$ cat src/rtl/mistral_mac_pipe_if.sv
// Operand/result bundle for the registered Mistral DSP multiply-accumulate pipe.
// The master drives operands and observes the accumulator; the slave is the pipe.
interface mistral_mac_pipe_if #(
    parameter int A_WIDTH = 27,
    parameter int B_WIDTH = 27,
    parameter int Y_WIDTH = 64
) ();
    logic               IN_VALID;
    logic [A_WIDTH-1:0] A;
    logic [B_WIDTH-1:0] B;
    logic               ACC;
    logic               OUT_VALID;
    logic [Y_WIDTH-1:0] Y;
    logic               OVF;

    modport master (
        output IN_VALID, A, B, ACC,
        input  OUT_VALID, Y, OVF
    );

    modport slave (
        input  IN_VALID, A, B, ACC,
        output OUT_VALID, Y, OVF
    );
endinterface

$ cat src/rtl/mistral_mac_pipe.sv
// Three-stage registered multiply-accumulate around a MISTRAL_MUL27X27/18X18 cell:
// operand registers, product register, then load-or-accumulate into a wide Y with sticky overflow.
module mistral_mac_pipe #(
    parameter int A_WIDTH  = 27,
    parameter int B_WIDTH  = 27,
    parameter bit A_SIGNED = 1'b1,
    parameter bit B_SIGNED = 1'b1,
    parameter int Y_WIDTH  = 64
) (
    input  logic                  CLK,
    input  logic                  SCLR,
    input  logic                  ENA,
    mistral_mac_pipe_if.slave     bus
);
    localparam int P_W = A_WIDTH + B_WIDTH;
    // Mixed signedness degrades to an unsigned product, as in Verilog expressions.
    localparam bit SGN = A_SIGNED && B_SIGNED;

    generate
        if (Y_WIDTH < P_W) begin : g_bad_width
            $error("mistral_mac_pipe: Y_WIDTH must be >= A_WIDTH+B_WIDTH");
        end
    endgenerate

    function automatic logic [Y_WIDTH-1:0] ext_y(input logic [P_W-1:0] p);
        logic [Y_WIDTH-1:0] r;
        r = '0;
        r[P_W-1:0] = p;
        for (int i = P_W; i < Y_WIDTH; i++) r[i] = SGN & p[P_W-1];
        return r;
    endfunction

    function automatic logic ovf_chk(input logic [Y_WIDTH-1:0] x,
                                     input logic [Y_WIDTH-1:0] e,
                                     input logic [Y_WIDTH:0]   s);
        if (SGN)
            return (x[Y_WIDTH-1] == e[Y_WIDTH-1]) && (s[Y_WIDTH-1] != x[Y_WIDTH-1]);
        return s[Y_WIDTH];
    endfunction

    logic [A_WIDTH-1:0] a_p0;
    logic [B_WIDTH-1:0] b_p0;
    logic               acc_p0, vld_p0;
    logic [P_W-1:0]     prod_p1;
    logic               acc_p1, vld_p1;
    logic [Y_WIDTH-1:0] y_p2;
    logic               ovf_p2, vld_p2;

    logic [P_W-1:0]     a_x, b_x;
    logic [Y_WIDTH-1:0] prod_ext;
    logic [Y_WIDTH:0]   sum;

    // Low P_W bits of the product are identical for signed and unsigned once extended.
    assign a_x      = {{B_WIDTH{SGN & a_p0[A_WIDTH-1]}}, a_p0};
    assign b_x      = {{A_WIDTH{SGN & b_p0[B_WIDTH-1]}}, b_p0};
    assign prod_ext = ext_y(prod_p1);
    assign sum      = {1'b0, y_p2} + {1'b0, prod_ext};

    always_ff @(posedge CLK) begin
        if (SCLR) begin
            a_p0    <= '0;
            b_p0    <= '0;
            acc_p0  <= 1'b0;
            vld_p0  <= 1'b0;
            prod_p1 <= '0;
            acc_p1  <= 1'b0;
            vld_p1  <= 1'b0;
            y_p2    <= '0;
            ovf_p2  <= 1'b0;
            vld_p2  <= 1'b0;
        end else if (ENA) begin
            // stage 0: operand capture
            a_p0    <= bus.A;
            b_p0    <= bus.B;
            acc_p0  <= bus.ACC;
            vld_p0  <= bus.IN_VALID;
            // stage 1: product register
            prod_p1 <= a_x * b_x;
            acc_p1  <= acc_p0;
            vld_p1  <= vld_p0;
            // stage 2: accumulator
            vld_p2  <= vld_p1;
            if (vld_p1) begin
                if (acc_p1) begin
                    y_p2   <= sum[Y_WIDTH-1:0];
                    ovf_p2 <= ovf_p2 | ovf_chk(y_p2, prod_ext, sum);
                end else begin
                    y_p2   <= prod_ext;
                    ovf_p2 <= 1'b0;
                end
            end
        end
    end

    assign bus.OUT_VALID = vld_p2;
    assign bus.Y         = y_p2;
    assign bus.OVF       = ovf_p2;
endmodule

$ cat src/flat_wrapper.sv
// flat-port wrapper written by rule: the top's interface ports become plain ports
module mistral_mac_pipe_flat 
#(
    parameter int A_WIDTH  = 27,
    parameter int B_WIDTH  = 27,
    parameter bit A_SIGNED = 1'b1,
    parameter bit B_SIGNED = 1'b1,
    parameter int Y_WIDTH  = 64
)
  (CLK, SCLR, ENA, bus_IN_VALID, bus_A, bus_B, bus_ACC, bus_OUT_VALID, bus_Y, bus_OVF);
  mistral_mac_pipe_if #(.A_WIDTH(A_WIDTH), .B_WIDTH(B_WIDTH), .Y_WIDTH(Y_WIDTH)) bus_i ();
  input  logic CLK;
  input  logic SCLR;
  input  logic ENA;
  input wire logic [$bits(bus_i.IN_VALID)-1:0] bus_IN_VALID;
  input wire logic [$bits(bus_i.A)-1:0] bus_A;
  input wire logic [$bits(bus_i.B)-1:0] bus_B;
  input wire logic [$bits(bus_i.ACC)-1:0] bus_ACC;
  output wire logic [$bits(bus_i.OUT_VALID)-1:0] bus_OUT_VALID;
  output wire logic [$bits(bus_i.Y)-1:0] bus_Y;
  output wire logic [$bits(bus_i.OVF)-1:0] bus_OVF;
  assign bus_i.IN_VALID = bus_IN_VALID;
  assign bus_i.A = bus_A;
  assign bus_i.B = bus_B;
  assign bus_i.ACC = bus_ACC;
  assign bus_OUT_VALID = bus_i.OUT_VALID;
  assign bus_Y = bus_i.Y;
  assign bus_OVF = bus_i.OVF;
  mistral_mac_pipe #(.A_WIDTH(A_WIDTH), .B_WIDTH(B_WIDTH), .A_SIGNED(A_SIGNED), .B_SIGNED(B_SIGNED), .Y_WIDTH(Y_WIDTH)) u_core (.CLK(CLK), .SCLR(SCLR), .ENA(ENA), .bus(bus_i));
endmodule
$ cat config.mk
export PLATFORM = sky130hd
export DESIGN_NAME = mistral_mac_pipe_flat
export DESIGN_NICKNAME = d
export VERILOG_FILES = /design/src/rtl/mistral_mac_pipe_if.sv /design/src/rtl/mistral_mac_pipe.sv /design/src/flat_wrapper.sv
export SDC_FILE = /design/constraint.sdc
export NUM_CORES = 2
export LEC_CHECK = 0
export ABC_AREA = 0
export BUFFER_PORTS_ARGS = -buffer_cell sky130_fd_sc_hd__buf_4
export CAP_MARGIN = 10
export CORE_ASPECT_RATIO = 2
export CORE_UTILIZATION = 28
export DETAILED_ROUTE_END_ITERATION = 10
export HOLD_SLACK_MARGIN = 0.05
export SLEW_MARGIN = 20
export SYNTH_ARGS = -nofsm -noshare
export SYNTH_HDL_FRONTEND = slang
export SYNTH_SLANG_ARGS = --single-unit
$ cat constraint.sdc
create_clock -name CLK -period 6.9 [get_ports CLK]
set_input_delay 1.725 -clock CLK [delete_from_list [all_inputs] [get_ports CLK]]
set_output_delay 1.725 -clock CLK [all_outputs]
set_load 0.02 [all_outputs]
# [Word-level counts from Yosys, hierarchy flattened]
# Cells that the tools add are included.
[op_classes] n_addsub=1 n_mul=1 eq_ne=2 mux=11 n_bitwise=1 reduce_logical=2
[ops] operator="$add A64 B64 Y65" n=1
[ops] operator="$mux W64" n=1
[ops] operator="$mul A27 B27 Y54" n=1
[ops] operator="$mux W1" n=10
[ops] operator="$reduce_and A2 Y1" n=1
[ops] operator="$eq A1 B1 Y1" n=1
[ops] operator="$logic_and A1 B1 Y1" n=1
[ops] operator="$ne A1 B1 Y1" n=1
[ops] operator="$or A1 B1 Y1" n=1
[word_totals] ff_bits=178 output_inout_bits=66 word_cells=28

# [Logic depth before layout (Yosys ltp)]
[depth] ltp_word=11 mapped_depth=29

# [Worst setup path before layout]
# Ideal clock, no wire load.
[synth_timing] path_kind="flip-flop to flip-flop" startpoint="reg u_core.a_p0[26]" endpoint="reg u_core.prod_p1[52]" setup_time_ns=0.079 t_arrival_ns=7.169 required_ns=6.821 slack_ns=-0.348 stages_incl_launch_ff=26 n_path_buf=2 synth_period_minus_slack_ns=7.248 cell_sequence="dfxtp_1 > clkbuf_1 > clkbuf_1 > nand2_1 > inv_1 > fa_1 > fa_1 > fa_1 > ha_1 > inv_1 > fa_1 > inv_1 > fa_1 > inv_1 > fa_1 > inv_1 > ha_1 > a21o_1 > a21o_1 > a21o_1 > a21oi_1 > o31ai_4 > a311oi_2 > o31ai_2 > xnor2_1 > a211oi_2"
[synth_between] elab_chain_cells=1
[synth_lines] element="from (decl)" line="mistral_mac_pipe.sv:41" rtl="logic [A_WIDTH-1:0] a_p0;"
[synth_lines] element="from (signal assigned)" line="mistral_mac_pipe.sv:73" rtl="a_p0 <= bus.A;"
[synth_lines] element="$mul A27 B27 Y54" line="mistral_mac_pipe.sv:78" rtl="prod_p1 <= a_x * b_x;"
[synth_lines] element="to (signal assigned)" line="mistral_mac_pipe.sv:78"
[synth_lines] element="to (decl)" line="mistral_mac_pipe.sv:44" rtl="logic [P_W-1:0] prod_p1;"
# Every way passes these cells.
# A chain may end at the register's enable or synchronous reset.

# [Worst setup path in the final report]
[layout_timing] startpoint="reg u_core.b_p0[21]" endpoint="reg u_core.prod_p1[52]"
[layout_between] elab_chain_cells=1
[layout_lines] element="from (decl)" line="mistral_mac_pipe.sv:42" rtl="logic [B_WIDTH-1:0] b_p0;"
[layout_lines] element="from (signal assigned)" line="mistral_mac_pipe.sv:74" rtl="b_p0 <= bus.B;"
[layout_lines] element="$mul A27 B27 Y54" line="mistral_mac_pipe.sv:78"
# Every way passes these cells.

==> results.sh <==
export IMPL_setup_viol=0
export IMPL_stdcell_count=6181
export IMPL_cts_hold_buf=0
export IMPL_ys_warn_count=0
export IMPL_min_path_type="register to register"
export IMPL_syn_nets=5268
export IMPL_rows=188
export IMPL_powerDensity_mw_per_mm2=171
export IMPL_fp_coreArea_mm2=0.131
export IMPL_drt_total_wl_um=123000
export IMPL_dr_total_vias=29662
export IMPL_syn_to_final_growth_pct=16.8
export IMPL_cp_start_kind="register"
export IMPL_grt_pass1_wl_um=186000
export IMPL_yosysSeqAreaShare=0.0962
export IMPL_clockBufferDepth=2
export IMPL_grt_use_total=0.188
export IMPL_ys_types=86
export IMPL_clock_sinks=178
export IMPL_p_sw_frac=0.480
export IMPL_finClkSkew_ns=0.0312
export IMPL_grt_use_met2=0.365
export IMPL_netlist_instances=4226
export IMPL_clk_pin_slew_worst_paths_ns=0.10
export IMPL_power_share_clock=0.143
export IMPL_crit_fanout=16
export IMPL_crit_arrival_ns=7.26
export IMPL_dp_cells=6128
export IMPL_worst_slew_pin_slew_ns=1.02
export IMPL_clk_latency_ns=0.55
export IMPL_firstDrtPassIters=5
export IMPL_setup_tns_ns=0
export IMPL_leakagePower_uw=0.0212
export IMPL_hold_violations=0
export IMPL_crit_type="register to register"
export IMPL_status="completed"
export IMPL_portBuffers=124
export IMPL_use_met3=0.0288
export IMPL_drv_cap=0
export IMPL_p_comb_frac=0.680
export IMPL_start_util=0.282
export IMPL_period_minus_slack_ns=6.85
export IMPL_synth_top_flop_cell="dfxtp_1"
export IMPL_post_place_ws_ns=-0.310
export IMPL_gp_congestion=0.954
export IMPL_synth_enable_flop_cells=0
export IMPL_first_global_vias=32510
export IMPL_ant_nets=0
export IMPL_finalCritPeriodShare=0.993
export IMPL_required_ns=7.31
export IMPL_die_width_um=259
export IMPL_dpl_hpwl_um=104000
export IMPL_mostFrequentLayoutCell="inv_1"
export IMPL_drive_gt1_frac=0.148
export IMPL_cts_made_buffers=17
export IMPL_dieArea_mm2=0.134
export IMPL_vias_per_cell=4.80
export IMPL_grt_busiest_layer="met2"
export IMPL_drc_errors=0
export IMPL_fmax_mhz=146
export IMPL_cts_tree="done"
export IMPL_rsz0062_at_grt="true"
export IMPL_maxSlewHeadroom=0.318
export IMPL_irDropWorstVdd_uv=136
export IMPL_switching_power_uw=3550
export IMPL_wl_per_cell_um=19.9
export IMPL_ctsHtreeMaxLevel=4
export IMPL_grt_overflow=0
export IMPL_setup_ws_ns=0.0471
export IMPL_fin_util=0.330
export IMPL_die_y_um=516
export IMPL_use_met1=0.163
export IMPL_ioPinCount=125
export IMPL_synth_area_per_cell_um2=8.77
export IMPL_grt_max_degree=64
export IMPL_clockRootBuffer="clkbuf_16"
export IMPL_drtIter0Drc=1507
export IMPL_fin_nets=5495
export IMPL_antenna_found_initial=8
export IMPL_async_flop_share=0
export IMPL_syn_area_mm2=0.0371
export IMPL_internal_power_uw=3840
export IMPL_synth_seq_cells=178
export IMPL_crit_path_end_kind="register"
export IMPL_slew_violations=0
export IMPL_power_frac_seq=0.177
export IMPL_final_cell_mix="inv_1 (864), fa_1 (717), nand2_1 (503)"
export IMPL_whs_ns=0.497
[worst max-delay path: stages, from the launching register on]
cell	delay, ns
dfxtp_4	0.38
buf_6	0.13
buf_12	0.15
nand2_1	0.11
fa_1	0.54
inv_1	0.05
fa_1	0.51
fa_2	0.66
fa_1	0.46
fa_2	0.60
fa_1	0.51
inv_1	0.05
fa_1	0.47
inv_1	0.04
ha_1	0.28
a21o_1	0.16
a21o_1	0.17
a21o_1	0.18
a21o_1	0.18
nor3_4	0.26
o31ai_4	0.11
a311oi_2	0.35
o31ai_2	0.10
xnor2_1	0.18
a211oi_2	0.08
[cells in the mapped netlist (7+ instances only)]
cell type	count	area, µm²
inv_1	873	3280
fa_1	762	15300
nand2_1	505	1900
and2_1	302	1890
nor2_1	235	882
ha_1	221	2770
clkbuf_1	219	822
dfxtp_1	178	3560
a21oi_1	157	786
mux2i_1	140	1400
o21ai_0	80	400
xnor2_1	75	657
a21o_1	65	488
a211oi_1	45	338
xor2_1	34	298
nand3_1	32	160
a31oi_1	21	131
nand4_1	21	131
o21bai_1	21	158
buf_1	20	75.1
and3_1	19	119
nand2b_1	15	93.8
o211ai_1	15	113
buf_2	13	65.1
nor3_1	12	60.1
nor2b_1	11	68.8
o21a_1	11	82.6
nor4_1	9	56.3
o31ai_1	8	60.1
o21ai_1	7	35.0
[power by group through the flow]
stage / clock network, µW / registers (µW) / logic, µW
CTS: 1090 / 1310 / 4860
floorplan: 0 / 1250 / 3030
global route: 1120 / 1320 / 5580
finish: 1060 / 1310 / 5020
global placement: 0 / 1330 / 4730
detailed placement: 0 / 1330 / 4780
[through the flow]
stage | area (µm²) | power [µW]
global route | 43300 | 8020
finish | 43300 | 7390
CTS | 42800 | 7260
detailed placement | 42000 | 6110
global placement | 42000 | 6060
floorplan | 37100 | 4280
[layer usage]
metal | part of all wire | up-vias
met4 | 0.099 | 4
met3 | 0.037 | 422
met1 | 0.30 | 15112
li1 | - | 13331
met5 | 0.00015 | -
met2 | 0.56 | 793
[flip-flops by register name, indices dropped and copies added, names as in the netlist]
| register | count |
|---|---|
| u_core.bus.OUT_VALID | 1 |
| u_core.a_p0 | 27 |
| u_core.bus.Y | 64 |
| u_core.b_p0 | 27 |
| u_core.acc_p1 | 1 |
| u_core.acc_p0 | 1 |
| u_core.bus.OVF | 1 |
| u_core.vld_p0 | 1 |
| u_core.prod_p1 | 54 |
| u_core.vld_p1 | 1 |
[cell type report]
| type | count | area, µm² |
|---|---|---|
| inverter | 873 | 3280 |
| fill | 13673 | 88000 |
| sequential | 178 | 3660 |
| tap | 1710 | 2140 |
| clock buffer | 17 | 425 |
| multi-input combinational | 2922 | 29700 |
| timing repair buffer | 461 | 3960 |
| clock inverter | 15 | 146 |
| antenna | 5 | 12.5 |
[path summary, 6_finish.rpt]
check / from / end / slack, ns / cells after the start
max reg2reg: u_core.b_p0[21]$_SDFFE_PP0P_ / u_core.prod_p1[52]$_SDFFE_PP0P_ / 0.05 / 24
min: u_core.prod_p1[0]$_SDFFE_PP0P_ / u_core.prod_p1[0]$_SDFFE_PP0P_ / 0.50 / 2
min reg2reg: u_core.prod_p1[0]$_SDFFE_PP0P_ / u_core.prod_p1[0]$_SDFFE_PP0P_ / 0.50 / 2
max: u_core.b_p0[21]$_SDFFE_PP0P_ / u_core.prod_p1[52]$_SDFFE_PP0P_ / 0.05 / 24
[cells by family (layout without fill, tap and decap cells)]
kind of cell             after synthesis  count (layout)  synth area share
AO/OA/AOI/OAI                        498             498            0.0879
XOR/XNOR                             109             109            0.0258
adder cells (fa/ha/maj)              983             983             0.486
buffers and inverters               1126            1366             0.115
flip-flops                           178             178            0.0962
multiplexers                         141             141            0.0381
other                                  0               5                 0
AND/OR/NAND/NOR                     1191            1191             0.151
[repair_timing]
item                       CTS  global route
cloned                       1             0
resized for setup           72           122
setup buffers                8             7
setup endpoints to repair   16            25
pin swaps                   24            56
No activity file was read; power rests on OpenSTA's default activity.
